===== config.mk =====
export PLATFORM = sky130hd
export DESIGN_NAME = instr_fetch_unit
export DESIGN_NICKNAME = d
export VERILOG_FILES = /design/src/rtl/instr_fetch_unit.sv
export SDC_FILE = /design/constraint.sdc
export NUM_CORES = 1
export LEC_CHECK = 0
export ABC_AREA = 1
export CAP_MARGIN = 5
export CORE_MARGIN = 1
export CORE_UTILIZATION = 61
export CTS_BUF_LIST = sky130_fd_sc_hd__clkbuf_8
export DETAILED_ROUTE_END_ITERATION = 10
export DONT_BUFFER_PORTS = 1
export HOLD_SLACK_MARGIN = 0.03
export PLACE_DENSITY = 0.8
export SLEW_MARGIN = 40
export SYNTH_ARGS = -nofsm -noshare
export SYNTH_HDL_FRONTEND = slang
export SYNTH_SLANG_ARGS = --single-unit
export TNS_END_PERCENT = 100

===== constraint.sdc =====
create_clock -name clock -period 2.8 [get_ports clock]
set_input_delay 0.56 -clock clock [delete_from_list [all_inputs] [get_ports clock]]
set_output_delay 0.56 -clock clock [all_outputs]
set_load 0.01 [all_outputs]

===== src/rtl/instr_fetch_unit.sv =====
// rtl/instr_fetch_unit.sv - PC holder and instruction fetcher feeding the control decoder
// Optional feature: define IFU_DELAY_SLOT_EN for a one-instruction branch delay slot.
module instr_fetch_unit #(
  parameter logic [31:0] RESET_PC      = 32'h0000_0000,
  parameter int          FETCH_TIMEOUT = 16
) (
  input  logic        clock,
  input  logic        reset_n,
  output logic        imem_req,
  output logic [31:0] imem_addr,
  input  logic        imem_ack,
  input  logic [31:0] imem_rdata,
  output logic [31:0] instruction,
  output logic [31:0] pc,
  output logic [31:0] pc_plus4,
  output logic        instr_valid,
  input  logic        instr_ready,
  input  logic [1:0]  Jump,
  input  logic        branch_taken,
  input  logic [31:0] jr_target,
  output logic        fetch_err
);

  localparam int             CW       = (FETCH_TIMEOUT > 2) ? $clog2(FETCH_TIMEOUT) : 1;
  localparam logic [CW-1:0]  CNT_LAST = CW'(FETCH_TIMEOUT - 1);

  typedef enum logic [1:0] {S_IDLE, S_FETCH, S_HOLD, S_ERR} state_t;

  state_t        state_q, state_d;
  logic [31:0]   pc_q, pc_d;
  logic [31:0]   instr_q, instr_d;
  logic          req_q, req_d;
  logic          valid_q, valid_d;
  logic          err_q, err_d;
  logic [CW-1:0] cnt_q, cnt_d;

  logic [31:0]   seq_pc;
  logic [31:0]   br_off;
  logic [31:0]   next_pc;
  logic          accept;

`ifdef IFU_DELAY_SLOT_EN
  logic          pending_q, pending_d;
  logic [31:0]   pending_target_q, pending_target_d;
  logic          redirect;
  assign redirect = (Jump != 2'b00) || branch_taken;
`endif

  assign seq_pc = pc_q + 32'd4;
  assign br_off = {{14{instr_q[15]}}, instr_q[15:0], 2'b00};
  assign accept = valid_q && instr_ready;

  // Redirect target for the held instruction, highest-priority source first
  always_comb begin
    next_pc = seq_pc;
    if (Jump == 2'b01) begin
      next_pc = {jr_target[31:2], 2'b00};
    end else if (Jump[1]) begin
      next_pc = {seq_pc[31:28], instr_q[25:0], 2'b00};
    end else if (branch_taken) begin
      next_pc = seq_pc + br_off;
    end
  end

  // Fetch FSM next-state and registered-output computation
  always_comb begin
    state_d = state_q;
    pc_d    = pc_q;
    instr_d = instr_q;
    req_d   = req_q;
    valid_d = valid_q;
    err_d   = err_q;
    cnt_d   = cnt_q;
`ifdef IFU_DELAY_SLOT_EN
    pending_d        = pending_q;
    pending_target_d = pending_target_q;
`endif
    case (state_q)
      S_IDLE: begin
        state_d = S_FETCH;
        req_d   = 1'b1;
        cnt_d   = '0;
      end
      S_FETCH: begin
        if (imem_ack) begin
          instr_d = imem_rdata;
          cnt_d   = '0;
          req_d   = 1'b0;
          valid_d = 1'b1;
          state_d = S_HOLD;
        end else if (cnt_q == CNT_LAST) begin
          req_d   = 1'b0;
          err_d   = 1'b1;
          state_d = S_ERR;
        end else begin
          cnt_d = cnt_q + CW'(1);
        end
      end
      S_HOLD: begin
        if (accept) begin
          valid_d = 1'b0;
          req_d   = 1'b1;
          cnt_d   = '0;
          state_d = S_FETCH;
`ifdef IFU_DELAY_SLOT_EN
          // The slot instruction always runs; a redirect is deferred one accept
          if (pending_q) begin
            pc_d      = pending_target_q;
            pending_d = 1'b0;
          end else begin
            pc_d = seq_pc;
            if (redirect) begin
              pending_d        = 1'b1;
              pending_target_d = next_pc;
            end
          end
`else
          pc_d = next_pc;
`endif
        end
      end
      default: begin
        req_d   = 1'b0;
        valid_d = 1'b0;
        err_d   = 1'b1;
      end
    endcase
  end

  // State register with synchronous active-low reset
  always_ff @(posedge clock) begin
    if (!reset_n) begin
      state_q <= S_IDLE;
      pc_q    <= RESET_PC;
      instr_q <= '0;
      req_q   <= 1'b0;
      valid_q <= 1'b0;
      err_q   <= 1'b0;
      cnt_q   <= '0;
`ifdef IFU_DELAY_SLOT_EN
      pending_q        <= 1'b0;
      pending_target_q <= '0;
`endif
    end else begin
      state_q <= state_d;
      pc_q    <= pc_d;
      instr_q <= instr_d;
      req_q   <= req_d;
      valid_q <= valid_d;
      err_q   <= err_d;
      cnt_q   <= cnt_d;
`ifdef IFU_DELAY_SLOT_EN
      pending_q        <= pending_d;
      pending_target_q <= pending_target_d;
`endif
    end
  end

  assign imem_req    = req_q;
  assign imem_addr   = pc_q;
  assign instruction = instr_q;
  assign pc          = pc_q;
  assign pc_plus4    = seq_pc;
  assign instr_valid = valid_q;
  assign fetch_err   = err_q;

endmodule


==> results.md, run 1 <==
* Die area at approximately 0.011 sq mm
* Ys Warns at 0
* Cell variety after synth at 45
* Top_reg_cell synth: dfxtp_1
* Pin count of the biggest net entering global routing at 52
* Final Hold Fails at 0
* Final hold slack at 0.327 ns
* Fin nets at about 1400
* Detailed-route via count at 8723
* Top cell family by delay on the critical path: simple AND/OR/NAND/NOR gates
* Num CTS Buffers at 9
* Cell count of the worst reg-to-reg path at 19
* # diodes at 0
* GP Congestion at 0.983
* Number of routed nets with antenna violations at 0
* Initial antenna violation count at 0
* Leak pwr at ~4.6 nW
* Hold EP: instruction[11]
* DRT Pass-1 Iters at 7
* Failing checks: negative setup slack
* Synth top area cells: dfxtp_1 22%, nand2_1 18%, nor2_1 9.8%, inv_1 8.2%, ha_1 7.0%
* Critical path type: reg -> reg
* Wirelength per Cell at 20.1 um
* Startpoint types: flip-flop
* Max_cap viols at 0
* Number of global-route vias before repair at roughly 7600
* Area growth syn-to-layout at 40.4%
* Peak supply drop at about 0.00055 V
* Crit-path max FO at 4
* H-tree depth at 3
* TritonCTS clock tree: done
* Crit share post-route at 108%
* Crit end category: flip-flop
* Most frequent cells in the layout: 255 x nand2_1, 196 x buf_4, 135 x nor2_1, 128 x inv_1
* Placed inst area at 0.00778 sq mm
* Clock Path Buffers at 2
* GR Util All Layers at 42.9%
* Async SR Flop Fraction at 0%
* DR iter-0 viols at 1158
* Clock-pin slew on the worst setup and hold paths at 0.09 ns
* CP Cell Sequence: nand2_4 > nor2_4 > nand2_4 > nor2_4 > nand2_4 > nor2_4 > nand2_1 > nand2_2 > inv_1 > ha_4 > nand2_4 > inv_1 > nand2_1 > nand3_1 > o21bai_2 > a21oi_2 > nor2_1 > o21ai_1 > a21oi_1
* Hold Crit Class: in -> reg
* Max Fclk at 0.330 GHz
* Hpwl dp at roughly 18000 um
* CP dominant cell by count: nand2_4
* CP max stage delay at 0.39 ns
* Synthesized cell area at 0.00658 sq mm
* Critical Path AT at 3.27 ns
* Layout cells sized above 1 at 35.9%
* Yosys top cell area share at around 22%
* WP buf/inv at 2
* IO Pins at roughly 200
* Most common cell after layout, fill and taps aside: nand2_1
* Setup Skew at 0.00958 ns
* R2r endpoint: imem_addr[17]
* Flops & latches, synth at 71
* Worst Hold Depth at 2
* R2R Path Start: imem_addr[4]
* Post-route design area at about 0.009 sq mm
* Power, Total at approximately 0.0038 W
* Power per Cell Area at 409 mW/mm^2
* TNS Setup at -2.08 ns
* Crit-path slowest cell: dfxtp_4
* DRC viols at 0
* Yosys top cell by area: dfxtp_1
* Clock root cell: clkbuf_8
* Core area at 0.0104 sq mm
* Num rows at 37
* CP Data Required Time at 3.04 ns
* Clock Latency Late Sink at 0.37 ns
* Synth Area per Inst at slightly below 6 sq um
* Post-synth EDFFs at 0
* RSZ-0062 raised after global routing: yes
* Initial Utilization at 63.2%
* First-pass GRT wire length at 37200 um
* DIE WIDTH at roughly 110 um
* Worst-Margin Slew at around 0.95 ns
* Status: finished, violations left
* IO Port Bufs at 0
* Clk sinks at between 70 and 80
* Via/cell ratio at ~6.2
* Post-synthesis sequential area ratio at 21.6%
* Reg-to-reg setup timing slack at -0.23 ns
* Die Span Y at ~110 um
* Final WL at roughly 28000 um
* Number of setup violations in the final report at 15
* Slew headroom at 36.4%
* Hold_sp: reset_n
* Slew Limit Fails at 0
* Syn Inst Count at around 1100
* Crit path time final at 3.03 ns
* GRT overflow at 0
* PnR worst setup slack at -0.231 ns
## synthesized netlist by cell type (4+ instances only)
master and n:
a21oi_1 73, a221oi_1 12, buf_2 8, buf_4 36, clkbuf_1 23, dfxtp_1 71
ha_1 37, inv_1 144, nand2_1 321, nand2_2 9, nand3_1 57, nand3b_1 6
nand4_1 9, nor2_1 171, nor2_2 5, nor2_4 5, nor3_1 6, o211ai_1 8
o21ai_0 62, o21bai_1 4, xnor2_1 6, xor2_1 18
## power by group
part / internal [W] / switching [W] / total, W / leakage [nW]
clock network: 0.000514 / 0.000447 / 0.000961 / 0.108
logic: 0.000646 / 0.000908 / 0.00155 / 3.88
registers: 0.00111 / 0.000153 / 0.00127 / 0.591
## layer usage
metal	vias to the layer above	GRT usage [%]	share of wire, %
met3	205	9.15	12
met1	3959	51.1	35
met5	-	0	0
met2	714	72.5	46
li1	3845	-	-
met4	0	22.0	6.5
## state kept, by name (all words and copies together) (netlist names)
name	cells
imem_req	1
state_q	2
instr_valid	1
imem_addr	30
instruction	32
cnt_q	4
fetch_err	1
## layout make-up
cell class	count	area [sq um]
well taps	136	170
clock buffers	9	124
multi-input cells	847	5310
inverters	147	559
flip-flops and latches	71	1470
repair buffers	199	1510
fillers	564	1180
clock inverters	7	104
## kinds of logic (layout without fill, tap and decap cells)
group | Yosys count | count (layout) | synth area share (%)
flip-flops | 71 | 71 | 21.6
other | 1 | 6 | 0.0570
buffers and inverters | 215 | 362 | 14.5
AO/OA/AOI/OAI | 181 | 181 | 15.8
XOR/XNOR | 24 | 24 | 3.19
AND/OR/NAND/NOR | 598 | 598 | 37.6
adder cells (fa/ha/maj) | 38 | 38 | 7.34
## worst max-delay path by stage
stage | startpoint | slack, ns | end | cells past startpoint
2_1_floorplan | imem_addr[3] | 0.03 | imem_addr[23] | 21
3_3_place_gp | imem_addr[3] | -0.17 | imem_addr[16] | 19
3_5_place_dp | imem_addr[3] | -0.29 | imem_addr[22] | 20
4_1_cts | imem_addr[4] | 0.0004 | imem_addr[28] | 22
5_1_grt | imem_addr[3] | -0.37 | imem_addr[28] | 22
6_report | imem_addr[4] | -0.23 | imem_addr[17] | 19
## through the flow
stage / utilization (%) / std cells / setup slack (ns)
2_1_floorplan: - / 1133 / 0.0332
3_3_place_gp: 74.7 / 1388 / -0.172
3_5_place_dp: 74.7 / 1388 / -0.294
4_1_cts: 79.7 / 1407 / 0.000427
5_1_grt: 88.7 / 1416 / -0.367
6_report: 88.7 / 1416 / -0.231
## repair_timing
item | 4_1_cts | 5_1_grt
resized for setup | 66 | 213
pin swaps | 12 | 56
setup buffers | 3 | 9
setup endpoints to repair | 22 | 23
hold buffers | 0 | 0
Power figures use the tool's default switching activity.
==> inputs of run 2 (changes only) <==
--- a/config.mk
+++ b/config.mk
@@ -8,12 +8,12 @@
 export ABC_AREA = 1
 export CAP_MARGIN = 5
 export CORE_MARGIN = 1
-export CORE_UTILIZATION = 61
-export CTS_BUF_LIST = sky130_fd_sc_hd__clkbuf_8
+export CORE_UTILIZATION = 59
+export CTS_BUF_LIST = sky130_fd_sc_hd__clkbuf_8 sky130_fd_sc_hd__clkbuf_16
 export DETAILED_ROUTE_END_ITERATION = 10
 export DONT_BUFFER_PORTS = 1
 export HOLD_SLACK_MARGIN = 0.03
-export PLACE_DENSITY = 0.8
+export PLACE_DENSITY = 0.78
 export SLEW_MARGIN = 40
 export SYNTH_ARGS = -nofsm -noshare
 export SYNTH_HDL_FRONTEND = slang
==> results.md, run 2 (synthesis gave the netlist of run 1 again) <==
* Status: finished, violations left (unchanged)
* Failing checks: negative setup slack (unchanged)
* Hpwl dp at 18100 um (was 18200 um)
* RSZ-0062 raised after global routing: yes (unchanged)
* Number of routed nets with antenna violations at 0 (unchanged)
* Clock-pin slew on the worst setup and hold paths at 0.09 ns (about the same)
* Finished Core Util at 84.8% (was 88.7%)
* Crit end category: flip-flop (unchanged)
* Die Span Y at 108 um (was 106 um)
* DR iter-0 viols at 733 (was 1158)
* First-pass GRT wire length at 36500 um (was 37200 um)
* Clock Path Buffers at 2 (unchanged)
* H-tree depth at 3 (unchanged)
* Initial Utilization at 60.7% (was 63.2%)
* Layout cells sized above 1 at 34.5% (was 35.9%)
* Fin nets at 1386 (was 1384)
* IO Port Bufs at 0 (unchanged)
* Crit. Startpoint: imem_addr[6] (was imem_addr[4])
* # diodes at 0 (unchanged)
* Reg area at 0.00146 sq mm (was 0.00147 sq mm)
* Fillers at 707 (was 564)
* TNS Setup at -0.746 ns (was -2.08 ns)
* Hold Crit Class: in -> reg (unchanged)
* Clock Latency Late Sink at 0.36 ns (was 0.37 ns)
* Number of setup violations in the final report at 12 (was 15)
* Area growth syn-to-layout at 39.7% (was 40.4%)
* Max Fclk at 0.343 GHz (was 0.330 GHz)
* Initial antenna violation count at 0 (unchanged)
* Crit share post-route at 104% (was 108%)
* Slew Limit Fails at 0 (unchanged)
* Placed inst area at 0.00784 sq mm (was 0.00778 sq mm)
* Multi-input logic area at 0.00523 sq mm (was 0.00531 sq mm)
* Crit-path slowest cell: dfxtp_4 (unchanged)
* DIE WIDTH at 108 um (was 106 um)
* Pre-CTS WS at -0.268 ns (was -0.294 ns)
* Hold_sp: reset_n (unchanged)
* GR Util All Layers at 41.1% (was 42.9%)
* Most common cell after layout, fill and taps aside: nand2_1 (unchanged)
* Clk sinks at 71 (unchanged)
* Largest register FFs at 32 (unchanged)
* Critical Path AT at 3.13 ns (was 3.27 ns)
* Detailed-route via count at 8434 (was 8723)
* Wirelength per Cell at 18.8 um (was 20.1 um)
* CP Data Required Time at 3.01 ns (was 3.04 ns)
* CP Cell Sequence: nand2_2 > nor3_4 > nand2_2 > inv_2 > nand2_1 > or2_1 > nand2_2 > ha_4 > nand2_2 > inv_1 > nand2_1 > nand2_2 > inv_1 > buf_4 > nand2_1 > nand2_1 > nand3_1 > nand2_2 > nand2_1 > nand2_1 > a21oi_1 (was nand2_4 > nor2_4 > nand2_4 > nor2_4 > nand2_4 > nor2_4 > nand2_1 > nand2_2 > inv_1 > ha_4 > nand2_4 > inv_1 > nand2_1 > nand3_1 > o21bai_2 > a21oi_2 > nor2_1 > o21ai_1 > a21oi_1)
* IO Pins at 202 (unchanged)
* Crit-path max FO at 5 (was 4)
* Critical path type: reg -> reg (unchanged)
* Slew headroom at 41.0% (was 36.4%)
* Num CTS Buffers at 9 (unchanged)
* Die area at 0.0116 sq mm (was 0.0112 sq mm)
* Peak supply drop at 0.000504 V (was 0.000552 V)
* PnR worst setup slack at -0.117 ns (was -0.231 ns)
* Most frequent cells in the layout: 260 x nand2_1, 193 x buf_4, 135 x inv_1, 134 x nor2_1, 59 x o21ai_0 (was 255 x nand2_1, 196 x buf_4, 135 x nor2_1, 128 x inv_1)
* DRC viols at 0 (unchanged)
* Via/cell ratio at 5.93 (was 6.16)
* GP Congestion at 0.968 (was 0.983)
* Crit path time final at 2.92 ns (was 3.03 ns)
* Final WL at 26700 um (was 28400 um)
* Num rows at 38 (was 37)
* GRT overflow at 0 (unchanged)
* Clock root cell: clkbuf_8 (unchanged)
* Setup Skew at 0.0109 ns (was 0.00958 ns)
* Core area at 0.0108 sq mm (was 0.0104 sq mm)
* Power per Cell Area at 401 mW/mm^2 (was 409 mW/mm^2)
* Worst-Margin Slew at 0.883 ns (was 0.950 ns)
* TritonCTS clock tree: done (unchanged)
* CTS Hold Bufs at 0 (unchanged)
* R2R Path Start: imem_addr[6] (was imem_addr[4])
* Max_cap viols at 0 (unchanged)
* Startpoint types: flip-flop (unchanged)
* Pin count of the biggest net entering global routing at 52 (unchanged)
* Final Hold Fails at 0 (unchanged)
* DRT Pass-1 Iters at 7 (unchanged)
* Number of global-route vias before repair at 7578 (was 7644)
* CP max stage delay at 0.39 ns (about the same)
* Post-route design area at 0.00919 sq mm (was 0.00924 sq mm)
* Leak pwr at 4.64 nW (was 4.58 nW)
==> run 2: changes by cell type in the layout (fill, tap and decap cells not counted), sizes merged <==
| cell | previous run | this run |
|---|---|---|
| clkbuf | 9 | 11 |
| inv | 148 | 147 |
| clkinvlp | 2 | 1 |
| clkinv | 2 | 3 |
| bufinv | 2 | 1 |
| buf | 199 | 201 |
==> run 2: stage by stage <==
step / instances / total power [W] / hold slack (ns)
global route: 1422 / 0.00382 / 0.324
CTS: 1412 / 0.00342 / 0.326
floorplan: 1133 / 0.00201 / 0.456
finish: 1422 / 0.00368 / 0.324
detailed placement: 1396 / 0.00247 / 0.488
global placement: 1396 / 0.00245 / 0.472
==> run 2: power by group <==
| group | total [W] | switching, W | internal, W |
|---|---|---|---|
| clock network | 0.000897 | 0.000429 | 0.000468 |
| registers | 0.00126 | 0.000150 | 0.00111 |
| logic | 0.00152 | 0.000872 | 0.000650 |
| total | 0.00368 | 0.00145 | 0.00223 |
==> run 2: worst paths after layout <==
check | to | slack [ns] | depth (start not counted)
setup / recovery | imem_addr[16] | -0.12 | 21
hold / removal | imem_addr[10] | 0.32 | 2
setup reg to reg | imem_addr[16] | -0.12 | 21
hold reg to reg | cnt_q[1] | 0.50 | 2
==> run 2: critical path, delay by kind of cell (launching register included) <==
kind	cells	cell delay [ns]
DFF	1	0.39
buffers and inverters	4	0.34
adders and majority gates	1	0.22
and+or+nand+nor	15	1.77
AOI/OAI and AO/OA	1	0.05
==> run 2: what timing repair did <==
| action | 4_1_cts | 5_1_grt |
|---|---|---|
| setup buffers | 0 | 10 |
| endpoints found under the setup margin | 22 | 23 |
| cloned | 0 | 0 |
| pin swaps | 10 | 58 |
| resized for setup | 81 | 171 |
==> run 2: cell type report <==
| cell class | count | share of cell area [%] |
|---|---|---|
| inverters | 147 | 6.03 |
| flip-flops and latches | 71 | 15.9 |
| multi-input cells | 847 | 56.9 |
| clock inverters | 5 | 0.694 |
| clock buffers | 11 | 1.65 |
| repair buffers | 201 | 16.9 |
| well taps | 140 | 1.91 |
==> run 2: layer usage <==
metal | vias to the layer above | global-route usage (%) | routed length, um
li1 | 3857 | - | -
met1 | 3893 | 48.3 | 9730
met2 | 534 | 69.8 | 12700
met3 | 150 | 9.50 | 2760
met4 | 0 | 20.1 | 1570
met5 | - | 0 | 0
==> inputs of run 3 (changes only) <==
--- a/config.mk
+++ b/config.mk
@@ -6,14 +6,13 @@
 export NUM_CORES = 1
 export LEC_CHECK = 0
 export ABC_AREA = 1
-export CAP_MARGIN = 5
+export CAP_MARGIN = 20
 export CORE_MARGIN = 1
-export CORE_UTILIZATION = 59
+export CORE_UTILIZATION = 44
 export CTS_BUF_LIST = sky130_fd_sc_hd__clkbuf_8 sky130_fd_sc_hd__clkbuf_16
 export DETAILED_ROUTE_END_ITERATION = 10
-export DONT_BUFFER_PORTS = 1
 export HOLD_SLACK_MARGIN = 0.03
-export PLACE_DENSITY = 0.78
+export PLACE_DENSITY = 0.79
 export SLEW_MARGIN = 40
 export SYNTH_ARGS = -nofsm -noshare
 export SYNTH_HDL_FRONTEND = slang
==> results.md, run 3 (synthesis gave the netlist of run 1 again) <==
* CP max stage delay at 0.40 ns (was 0.39 ns)
* Detailed-route via count at 8934 (was 8434)
* GP Congestion at 0.973 (was 0.968)
* Peak supply drop at 0.000440 V (was 0.000504 V)
* GRT met3 Usage at 5.54% (was 9.50%)
* Leak pwr at 5.56 nW (was 4.64 nW)
* # diodes at 0 (unchanged)
* CP Data Required Time at 3.00 ns (was 3.01 ns)
* Largest register FFs at 32 (unchanged)
* Initial antenna violation count at 0 (unchanged)
* CP Cell Sequence: nand2_4 > nor2_4 > nand2_4 > nor2_4 > nand2_4 > xor2_2 > inv_2 > ha_1 > nand2_2 > inv_1 > nand2_1 > nand2_1 > nand2_1 > nand2_1 > nand2_2 > nand3_1 > nand2_1 > nand3_1 > nand2_1 > nand2_1 > nand2_1 > a21oi_2 (was nand2_2 > nor3_4 > nand2_2 > inv_2 > nand2_1 > or2_1 > nand2_2 > ha_4 > nand2_2 > inv_1 > nand2_1 > nand2_2 > inv_1 > buf_4 > nand2_1 > nand2_1 > nand3_1 > nand2_2 > nand2_1 > nand2_1 > a21oi_1)
* Final Hold Fails at 0 (unchanged)
* Num CTS Buffers at 9 (unchanged)
* Initial Utilization at 45.1% (was 60.7%)
* Via/cell ratio at 5.47 (was 5.93)
* Most common cell after layout, fill and taps aside: nand2_1 (unchanged)
* Final WL at 29200 um (was 26700 um)
* DRT Pass-1 Iters at 5 (was 7)
* GR Util All Layers at 33.0% (was 41.1%)
* DR iter-0 viols at 908 (was 733)
* Number of setup violations in the final report at 5 (was 12)
* Top cell family by delay on the critical path: simple AND/OR/NAND/NOR gates (unchanged)
* Final hold slack at 0.462 ns (was 0.324 ns)
* Slew headroom at 38.8% (was 41.0%)
* Clock Latency Late Sink at 0.36 ns (about the same)
* Worst-Margin Slew at 0.917 ns (was 0.883 ns)
* DRC viols at 0 (unchanged)
* Grt met1 use at 42.8% (was 48.3%)
* Setup Skew at 0.0101 ns (was 0.0109 ns)
* Met2 Use GR at 55.7% (was 69.8%)
* Crit. Startpoint: imem_addr[6] (unchanged)
* GRT overflow at 0 (unchanged)
* Critical path type: reg -> reg (unchanged)
* Clock root cell: clkbuf_16 (was clkbuf_8)
* DIE WIDTH at 124 um (was 108 um)
* Placed inst area at 0.00950 sq mm (was 0.00784 sq mm)
* Finished Core Util at 78.3% (was 84.8%)
* PnR worst setup slack at -0.0791 ns (was -0.117 ns)
* Stages on worst setup path at 22 (was 21)
* Crit path time final at 2.88 ns (was 2.92 ns)
* Crit end category: flip-flop (unchanged)
* Post-route non-filler standard cell count at 1632 (was 1422)
* Power per Cell Area at 398 mW/mm^2 (was 401 mW/mm^2)
* Number of global-route vias before repair at 8007 (was 7578)
* Die Span Y at 124 um (was 108 um)
* H-tree depth at 3 (unchanged)
* Crit-path max FO at 5 (unchanged)
* RSZ-0062 raised after global routing: yes (unchanged)
* IO Pins at 202 (unchanged)
* Number of routed nets with antenna violations at 0 (unchanged)
* Critical Path AT at 3.08 ns (was 3.13 ns)
* Layout cells sized above 1 at 33.3% (was 34.5%)
* R2r endpoint: imem_addr[26] (was imem_addr[16])
* Crit share post-route at 103% (was 104%)
* CP endpoint: imem_addr[26] (was imem_addr[16])
* Clk sinks at 71 (unchanged)
* Area growth syn-to-layout at 73.5% (was 39.7%)
* Clock Path Buffers at 2 (unchanged)
* Clock-pin slew on the worst setup and hold paths at 0.06 ns (was 0.09 ns)
* Slew Limit Fails at 0 (unchanged)
* First-pass GRT wire length at 40600 um (was 36500 um)
* Status: finished, violations left (unchanged)
* IO Port Bufs at 193 (was 0)
* Num rows at 44 (was 38)
* Placed Cells at 1593 (was 1396)
* Post-route design area at 0.0114 sq mm (was 0.00919 sq mm)
* Fin nets at 1552 (was 1386)
* Max Fclk at 0.347 GHz (was 0.343 GHz)
* Cell count of the worst reg-to-reg path at 22 (was 21)
* Pin count of the biggest net entering global routing at 35 (was 52)
* CTS Hold Bufs at 0 (unchanged)
* Crit-path slowest cell: dfxtp_4 (unchanged)
* Reg-to-reg setup timing slack at -0.08 ns (was -0.12 ns)
* Startpoint types: flip-flop (unchanged)
* Hpwl dp at 19600 um (was 18100 um)
* WP buf/inv at 2 (was 4)
* TritonCTS clock tree: done (unchanged)
* Hold Crit Class: reg -> reg (was in -> reg)
* Core area at 0.0146 sq mm (was 0.0108 sq mm)
* R2R Path Start: imem_addr[6] (unchanged)
* Wirelength per Cell at 17.9 um (was 18.8 um)
* Most frequent cells in the layout: 235 x nand2_1, 174 x clkdlybuf4s50_1, 168 x buf_4, 125 x nor2_1, 125 x inv_1 (was 260 x nand2_1, 193 x buf_4, 135 x inv_1, 134 x nor2_1, 59 x o21ai_0)
* Max_cap viols at 0 (unchanged)
* Busiest grt layer: met2 (unchanged)
* Die area at 0.0155 sq mm (was 0.0116 sq mm)
* Failing checks: negative setup slack (unchanged)
* CP dominant cell by count: nand2_1
-- run 3: changes by cell type in the layout (fill, tap and decap cells not counted), moves of 9 or more --
| cell | change |
|---|---|
| nor2_1 | -9 |
| nand2_1 | -25 |
| nand2_2 | +14 |
| nand2_4 | +10 |
| nor2_4 | +10 |
| dlymetal6s2s_1 | +10 |
| buf_4 | -25 |
| clkbuf_8 | -10 |
| dlygate4sd2_1 | +9 |
| clkdlybuf4s50_1 | +174 |
| inv_1 | -10 |
| clkbuf_16 | +9 |
-- run 3: layout make-up --
class	count	area [sq um]
flip-flops and latches	71	1480
clock inverters	6	91.3
fillers	976	3170
inverters	147	562
repair buffers	367	3270
multi-input cells	847	5550
well taps	184	230
clock buffers	10	239
-- run 3: power breakdown --
group          total (W)  switching [W]  leakage [nW]  internal [W]
clock            0.00131       0.000503         0.163      0.000809
combinational    0.00199        0.00101          4.80      0.000983
sequential       0.00124       0.000126         0.593       0.00112
-- run 3: layer usage --
| layer | wire length (um) | part of all wire (%) |
|---|---|---|
| met5 | 0 | 0 |
| met2 | 13900 | 48 |
| met4 | 1180 | 4.0 |
| met3 | 2650 | 9.1 |
| met1 | 11500 | 39 |
-- run 3: stage by stage --
stage                     worst slack, ns  TNS [ns]  power (W)
final                             -0.0791    -0.230    0.00455
after global routing               -0.175     -1.94    0.00473
after CTS                        -0.00889   -0.0151    0.00419
after detailed placement           -0.187     -2.30    0.00285
after global placement             -0.138     -1.26    0.00282
after floorplan                    0.0332         0    0.00201
-- run 3: tightest hold or removal path, delay by kind of cell (launching register included) --
kind                   cells  cell delay, ns
buffers and inverters      1            0.05
flip-flops                 1            0.31
AO/OA/AOI/OAI              1            0.06
-- run 3: worst min path at each step --
stage                   start        end  cells after the start
CTS                 fetch_err  fetch_err                      2
floorplan            cnt_q[1]   cnt_q[1]                      2
detailed placement  fetch_err  fetch_err                      2
global placement    fetch_err  fetch_err                      2
global route        fetch_err  fetch_err                      2
finish              fetch_err  fetch_err                      2
-- run 3: repair_timing --
action,CTS,global route
pin swaps,12,81
resized for setup,87,279
buffers inserted,2,21
endpoints found under the setup margin,39,36
